[config.mk]
export PLATFORM = sky130hd
export DESIGN_NAME = uart_cfg_rx
export DESIGN_NICKNAME = d
export VERILOG_FILES = /design/src/rtl/uart_cfg_rx.sv
export SDC_FILE = /design/constraint.sdc
export NUM_CORES = 1
export LEC_CHECK = 0
export ABC_AREA = 1
export BUFFER_PORTS_ARGS = -buffer_cell sky130_fd_sc_hd__buf_2
export CAP_MARGIN = 0
export CORE_UTILIZATION = 49
export DETAILED_ROUTE_END_ITERATION = 7
export GPL_TIMING_DRIVEN = 0
export PLACE_DENSITY = 0.78
export SYNTH_ARGS = -nofsm -noshare
export SYNTH_HDL_FRONTEND = slang
export SYNTH_SLANG_ARGS = --single-unit
[constraint.sdc]
create_clock -name clk -period 2.26 [get_ports clk]
set_input_delay 0 -clock clk [delete_from_list [all_inputs] [get_ports clk]]
set_output_delay 0 -clock clk [all_outputs]
set_load 0.03 [all_outputs]
[src/rtl/uart_cfg_rx.sv]
// uart_cfg_rx: UART receiver and command-frame parser loading DDS frequency words and PWM duty registers.
// Ports:
//   clk, rst_n (async active-low)      system clock and reset
//   uart_rxd                            UART RX line, idle high, asynchronous
//   freq_word_1/2 [FW_W-1:0]            DDS frequency words
//   duty_ref_1/duty_dc_1/duty_ref_2/duty_dc_2 [15:0]  PWM thresholds
//   cfg_update                          one-cycle pulse on register write
//   frame_err                           one-cycle pulse on rejected frame
//   err_cnt [7:0]                       saturating rejected-frame counter
// Frame: A5, ADDR, D3, D2, D1, D0, CSUM with CSUM = sum(ADDR..D0) mod 256.
// Optional: define UART_CFG_PARITY_EN for one even-parity bit between D7 and stop.
module uart_cfg_rx #(
    parameter int CLK_FREQ     = 50_000_000,
    parameter int BUAD_RATE    = 115200,
    parameter int FW_W         = 30,
    parameter int TIMEOUT_BITS = 20
) (
    input  logic            clk,
    input  logic            rst_n,
    input  logic            uart_rxd,
    output logic [FW_W-1:0] freq_word_1,
    output logic [FW_W-1:0] freq_word_2,
    output logic [15:0]     duty_ref_1,
    output logic [15:0]     duty_dc_1,
    output logic [15:0]     duty_ref_2,
    output logic [15:0]     duty_dc_2,
    output logic            cfg_update,
    output logic            frame_err,
    output logic [7:0]      err_cnt
);
    localparam int BIT_CNT = CLK_FREQ / BUAD_RATE;
    localparam int HALF    = BIT_CNT / 2;
    localparam int CW      = $clog2(BIT_CNT + 1);
    localparam int TO_MAX  = TIMEOUT_BITS * BIT_CNT;
    localparam int TW      = $clog2(TO_MAX + 1);
    localparam logic [FW_W-1:0] FW_RST = FW_W'(26_843_545);

    typedef enum logic [2:0] {RX_IDLE, RX_START, RX_DATA, RX_PARITY, RX_STOP} rx_state_t;
    typedef enum logic [1:0] {P_HDR, P_ADDR, P_DATA, P_CSUM} p_state_t;

    rx_state_t       rx_q, rx_d;
    p_state_t        p_q, p_d;
    logic [1:0]      sync_q, sync_d;
    logic            prev_q, prev_d;
    logic [CW-1:0]   cnt_q, cnt_d;
    logic [2:0]      bit_q, bit_d;
    logic [7:0]      sr_q, sr_d;
    logic            vld_q, vld_d;
    logic            berr_q, berr_d;
    logic [7:0]      addr_q, addr_d;
    logic [31:0]     data_q, data_d;
    logic [7:0]      sum_q, sum_d;
    logic [1:0]      dcnt_q, dcnt_d;
    logic [TW-1:0]   to_q, to_d;
    logic [FW_W-1:0] fw1_q, fw1_d, fw2_q, fw2_d;
    logic [15:0]     dr1_q, dr1_d, dd1_q, dd1_d, dr2_q, dr2_d, dd2_q, dd2_d;
    logic            upd_q, upd_d, fe_q, fe_d;
    logic [7:0]      ecnt_q, ecnt_d;
    logic            rxs, rej;
`ifdef UART_CFG_PARITY_EN
    logic            par_q, par_d;
`endif

    assign rxs = sync_q[1];

    // Byte receiver: all samples are timed from the detected falling edge of the start bit.
    always_comb begin
        sync_d = {sync_q[0], uart_rxd};
        prev_d = rxs;
        rx_d   = rx_q;
        cnt_d  = cnt_q + 1'b1;
        bit_d  = bit_q;
        sr_d   = sr_q;
        vld_d  = 1'b0;
        berr_d = 1'b0;
`ifdef UART_CFG_PARITY_EN
        par_d  = par_q;
`endif
        case (rx_q)
            RX_IDLE: begin
                cnt_d = '0;
                rx_d  = (prev_q && !rxs) ? RX_START : RX_IDLE;
            end
            RX_START: if (cnt_q == CW'(HALF - 1)) begin
                cnt_d = '0;
                bit_d = '0;
                rx_d  = rxs ? RX_IDLE : RX_DATA;
            end
            RX_DATA: if (cnt_q == CW'(BIT_CNT - 1)) begin
                cnt_d = '0;
                sr_d  = {rxs, sr_q[7:1]};
                bit_d = bit_q + 1'b1;
`ifdef UART_CFG_PARITY_EN
                if (bit_q == 3'd7) rx_d = RX_PARITY;
`else
                if (bit_q == 3'd7) rx_d = RX_STOP;
`endif
            end
`ifdef UART_CFG_PARITY_EN
            RX_PARITY: if (cnt_q == CW'(BIT_CNT - 1)) begin
                cnt_d = '0;
                par_d = rxs ^ (^sr_q);
                rx_d  = RX_STOP;
            end
            RX_STOP: if (cnt_q == CW'(BIT_CNT - 1)) begin
                rx_d   = RX_IDLE;
                vld_d  = rxs && !par_q;
                berr_d = !(rxs && !par_q);
            end
`else
            RX_STOP: if (cnt_q == CW'(BIT_CNT - 1)) begin
                rx_d   = RX_IDLE;
                vld_d  = rxs;
                berr_d = !rxs;
            end
`endif
            default: rx_d = RX_IDLE;
        endcase
    end

    // Frame parser; a bad address is rejected as soon as the ADDR byte arrives.
    always_comb begin
        p_d    = p_q;
        addr_d = addr_q;
        data_d = data_q;
        sum_d  = sum_q;
        dcnt_d = dcnt_q;
        to_d   = (p_q == P_HDR || vld_q) ? '0 : to_q + 1'b1;
        fw1_d  = fw1_q;
        fw2_d  = fw2_q;
        dr1_d  = dr1_q;
        dd1_d  = dd1_q;
        dr2_d  = dr2_q;
        dd2_d  = dd2_q;
        upd_d  = 1'b0;
        fe_d   = 1'b0;
        ecnt_d = ecnt_q;
        rej    = p_q != P_HDR && (berr_q || (!vld_q && to_q == TW'(TO_MAX)));
        if (vld_q) begin
            case (p_q)
                P_HDR:  p_d = (sr_q == 8'hA5) ? P_ADDR : P_HDR;
                P_ADDR: begin
                    rej    = sr_q > 8'h05;
                    addr_d = sr_q;
                    sum_d  = sr_q;
                    dcnt_d = '0;
                    p_d    = P_DATA;
                end
                P_DATA: begin
                    data_d = {data_q[23:0], sr_q};
                    sum_d  = sum_q + sr_q;
                    dcnt_d = dcnt_q + 1'b1;
                    p_d    = (dcnt_q == 2'd3) ? P_CSUM : P_DATA;
                end
                P_CSUM: begin
                    rej   = sr_q != sum_q;
                    upd_d = sr_q == sum_q;
                    p_d   = P_HDR;
                end
                default: p_d = P_HDR;
            endcase
        end
        if (upd_d) begin
            fw1_d = (addr_q == 8'h00) ? data_q[FW_W-1:0] : fw1_q;
            fw2_d = (addr_q == 8'h01) ? data_q[FW_W-1:0] : fw2_q;
            dr1_d = (addr_q == 8'h02) ? data_q[15:0] : dr1_q;
            dd1_d = (addr_q == 8'h03) ? data_q[15:0] : dd1_q;
            dr2_d = (addr_q == 8'h04) ? data_q[15:0] : dr2_q;
            dd2_d = (addr_q == 8'h05) ? data_q[15:0] : dd2_q;
        end
        if (rej) begin
            fe_d   = 1'b1;
            ecnt_d = (ecnt_q == 8'hFF) ? ecnt_q : ecnt_q + 8'd1;
            p_d    = P_HDR;
        end
    end

    always_ff @(posedge clk or negedge rst_n) begin
        if (!rst_n) begin
            sync_q <= 2'b11;
            prev_q <= 1'b1;
            rx_q   <= RX_IDLE;
            cnt_q  <= '0;
            bit_q  <= '0;
            sr_q   <= '0;
            vld_q  <= 1'b0;
            berr_q <= 1'b0;
`ifdef UART_CFG_PARITY_EN
            par_q  <= 1'b0;
`endif
            p_q    <= P_HDR;
            addr_q <= '0;
            data_q <= '0;
            sum_q  <= '0;
            dcnt_q <= '0;
            to_q   <= '0;
            fw1_q  <= FW_RST;
            fw2_q  <= FW_RST;
            dr1_q  <= 16'd5000;
            dd1_q  <= 16'd10000;
            dr2_q  <= 16'hFFFF;
            dd2_q  <= 16'hFFFF;
            upd_q  <= 1'b0;
            fe_q   <= 1'b0;
            ecnt_q <= '0;
        end else begin
            sync_q <= sync_d;
            prev_q <= prev_d;
            rx_q   <= rx_d;
            cnt_q  <= cnt_d;
            bit_q  <= bit_d;
            sr_q   <= sr_d;
            vld_q  <= vld_d;
            berr_q <= berr_d;
`ifdef UART_CFG_PARITY_EN
            par_q  <= par_d;
`endif
            p_q    <= p_d;
            addr_q <= addr_d;
            data_q <= data_d;
            sum_q  <= sum_d;
            dcnt_q <= dcnt_d;
            to_q   <= to_d;
            fw1_q  <= fw1_d;
            fw2_q  <= fw2_d;
            dr1_q  <= dr1_d;
            dd1_q  <= dd1_d;
            dr2_q  <= dr2_d;
            dd2_q  <= dd2_d;
            upd_q  <= upd_d;
            fe_q   <= fe_d;
            ecnt_q <= ecnt_d;
        end
    end

    assign freq_word_1 = fw1_q;
    assign freq_word_2 = fw2_q;
    assign duty_ref_1  = dr1_q;
    assign duty_dc_1   = dd1_q;
    assign duty_ref_2  = dr2_q;
    assign duty_dc_2   = dd2_q;
    assign cfg_update  = upd_q;
    assign frame_err   = fe_q;
    assign err_cnt     = ecnt_q;
endmodule

==> impl_metrics.csv <==
group,metric,value,unit
outcome,outcome,"completed",
global_route,track_usage,21.97,%
pwr,p_per_area,693.7,mW/mm²
logic_synthesis,ys_async_sr_fraction,100.0,%
clock_tree,cts_buffers,24,
pwr,pwr-share-comb,4.3,%
floorplan,die_h,146.7,µm
setup_path,startpoint_type,"register",
placement,hpwlAfterDp,15780,µm
pwr,intPower,0.006534,W
clock_tree,cts_setup_buffers,0,
floorplan,ios,137,
floorplan,die_w,146.7,µm
sta,maxSlewHeadroom,47.16,%
route,wire_per_inst,15.56,µm
sta,fin_tns_setup,0,ns
pwr,vdd_drop_max,0.3265,mV
setup_path,crit_slowest_cell,"dfrtp_1",
pwr,power.share.switching,22.39,%
floorplan,core,0.02036,mm²
finish,nets,1216,
logic_synthesis,yosys-top-cells-area,"dfrtp_1 (38%), dfstp_2 (18%), o21ai_2 (8.3%), nand2_1 (7.4%), nand2_2 (4.4%)",
sta,final_max_slew_viol_count,0,
sta,hold_viol,0,
pwr,switching_power,0.001886,W
floorplan,rows,52,
logic_synthesis,syn-num-nets,1051,
clock_tree,clock_sinks,226,
route,first_iter_violations,537,
clock_tree,path_clk_slew,0.06,ns
placement,place_area,0.01132,mm²
logic_synthesis,synth_edf_count,0,
sta,finalCriticalPeriod,2.137,ns
setup_path,crit_path_cell_trace,"ha_1 > nor3_4 > nand3_4 > nor2_8 > nand2_4 > buf_6 > nand2_1 > o21ai_2",
sta,skew,0.008833,ns
route,route.detailed.drc,0,
clock_tree,clock_path_buffers,3,
global_route,grt_pass1_wl,38160,µm
route,antenna_left,0,
logic_synthesis,synth_top_cell_by_area,"dfrtp_1",
route,dr.pass1.iters,5,
pwr,power,0.008420,W
sta,fin_crit_sh,94.56,%
setup_path,crit_type,"register to register",
global_route,grt_pass1_vias,7474,
logic_synthesis,syn_avg_cell_area,9.994,µm²
logic_synthesis,yosys_most_used_dff,"dfrtp_1",
finish,n_antenna_cell,0,
worst_hold_path,hold_class,"input port to register",
clock_tree,root_buffer,"clkbuf_16",
setup_path,crit_buf_inv,1,
sta,rsz0062_at_grt,"false",
placement,gp_congestion,0.8878,
placement,dp_cells,1434,
floorplan,dieArea,0.02153,mm²
logic_synthesis,netlist_instances,1027,
global_route,overflow,0,
logic_synthesis,synthesis.area,0.01026,mm²
setup_path,crit_fanout,10,
logic_synthesis,ys_seq_area_share,55.97,%
logic_synthesis,synth_top_area_share,37.79,%
finish,drive_gt1_share,37.93,%
logic_synthesis,ys_ff_latch,226,
finish,post-route-util,59.60,%
finish,final_cell_count_no_fill,1480,
logic_synthesis,yosys_warnings,0,
finish,area_delta_synth_final,18.25,%
placement,portBuffers,136,
floorplan,start_util,50.40,%
clock_tree,ctsHtreeMaxLevel,1,
setup_path,crit_arrival,2.52,ns
pwr,p_leak,5.769,nW
global_route,antenna_found_initial,0,
setup_path,critical_path.endpoint_type,"register",
sta,setup_viol,0,
route,drt_wl_total,23020,µm
global_route,grt_max_degree,121,
setup_path,worstPathRequired,2.64,ns
route,vias,7537,
logic_synthesis,synth_commonest_cells,"nand2_1 (202), dfrtp_1 (155), inv_1 (111), o21ai_2 (97), o21ai_0 (74)",
pwr,clkPwrFrac,46.4,%
flow_run,max-cap-violations,0,
finish,postLayoutCellArea,0.01214,mm²
setup_path,crit_family,"simple AND/OR/NAND/NOR gates",
route,viasPerCell,5.093,
clock_tree,cts_tree,"done",
pwr,seq_power_share,49.3,%
clock_tree,clock_latency,0.51,ns
sta,worst_slew_pin_slew,0.7926,ns
logic_synthesis,ys_types,42,
setup_path,critical-path-max-stage-delay,0.45,ns
sta,fmax,467.9,MHz
logic_synthesis,synth.most_common_cell,"nand2_1",
[state kept, by name (all words and copies together), names as in the netlist, 9 cells and up]
register     cells
duty_dc_1       16
duty_ref_2      16
duty_ref_1      16
freq_word_2     30
duty_dc_2       16
to_q            14
data_q          30
cnt_q            9
freq_word_1     30
[worst paths after layout]
check | to | from | cells past startpoint | slack (ns)
max | freq_word_1[10] | sr_q[2] | 8 | 0.12
min | sync_q[0] | uart_rxd | 2 | 0.13
max reg2reg | freq_word_1[10] | sr_q[2] | 8 | 0.12
min reg2reg | sync_q[1] | sync_q[0] | 0 | 0.36
max in group asynchronous | sum_q[3] | rst_n | 3 | 1.11
min in group asynchronous | freq_word_1[14] | rst_n | 2 | 0.15
[area by class of cell]
class	count	area, µm²
fill	1674	8228
multi-input combinational	651	3770
buffer	36	321.6
clock inverter	8	70.07
inverter	114	427.9
clock buffer	36	726.9
sequential	226	5744
timing repair buffer	139	738.2
tap	270	337.8
[placed cells by master (no fill, tap or decap), types with 2 or more instances in the layout]
master / netlist / routed
xnor2_1: 3 / 3
nor2_1: 39 / 39
o21ai_2: 97 / 97
nand4_1: 7 / 7
o21ai_1: 29 / 29
clkbuf_8: 0 / 6
buf_2: 2 / 137
a21oi_1: 23 / 23
o21bai_1: 2 / 2
buf_6: 24 / 24
inv_1: 111 / 111
nor2_4: 2 / 2
dfrtp_1: 155 / 155
o31ai_1: 2 / 2
nand3_1: 35 / 35
dfstp_2: 71 / 71
inv_2: 3 / 3
clkbuf_16: 0 / 25
nand2_1: 202 / 202
clkbuf_1: 9 / 14
o21ai_0: 74 / 74
nand2_4: 5 / 5
nor3_1: 15 / 15
ha_1: 20 / 20
nand2_2: 72 / 72
dlygate4sd3_1: 0 / 2
xor2_1: 7 / 7
clkinv_2: 0 / 4
[timing repair]
item,in CTS,in global routing
endpoints found under the hold margin,73,0
hold buffers,2,0
gates resized for setup,0,0
[metal layers]
metal  wire length [µm]  global-route usage [%]  vias up  share of wire [%]
met4                465                   5.990        0                2.0
li1                   -                       -     3650                  -
met5                  0                       0        -                  0
met3               1116                   3.540       41                4.8
met2              11170                   36.64      170                 49
met1              10270                   29.81     3676                 45
[kinds of logic (layout without fill, tap and decap cells)]
kind of cell	after synthesis	in the layout	share of synthesized area, %
simple gates	388	388	18.09
compound gates	231	231	14.99
flops	226	226	55.97
buf+inv	150	333	7.302
fa+ha+maj	21	21	2.633
xor+xnor	11	11	1.012
[power by group through the flow]
stage,clock [W],sequential (W),combinational [W]
floorplan,0,0.00421,0.000223
global placement,0,0.00422,0.000348
detailed placement,0,0.00422,0.000368
CTS,0.00398,0.00415,0.000371
finish,0.00391,0.00415,0.000359
global route,0.00416,0.00416,0.000429
[per-stage QoR]
stage                     worst slack [ns]  hold slack (ns)
after floorplan                     0.3983          -0.2956
after global placement              -2.620           0.1139
after detailed placement            0.1581           0.1062
after CTS                           0.1201           0.1178
after global routing             0.0001126           0.1347
final                               0.1229           0.1318
Note: power is estimated with default switching activity, not from simulation.
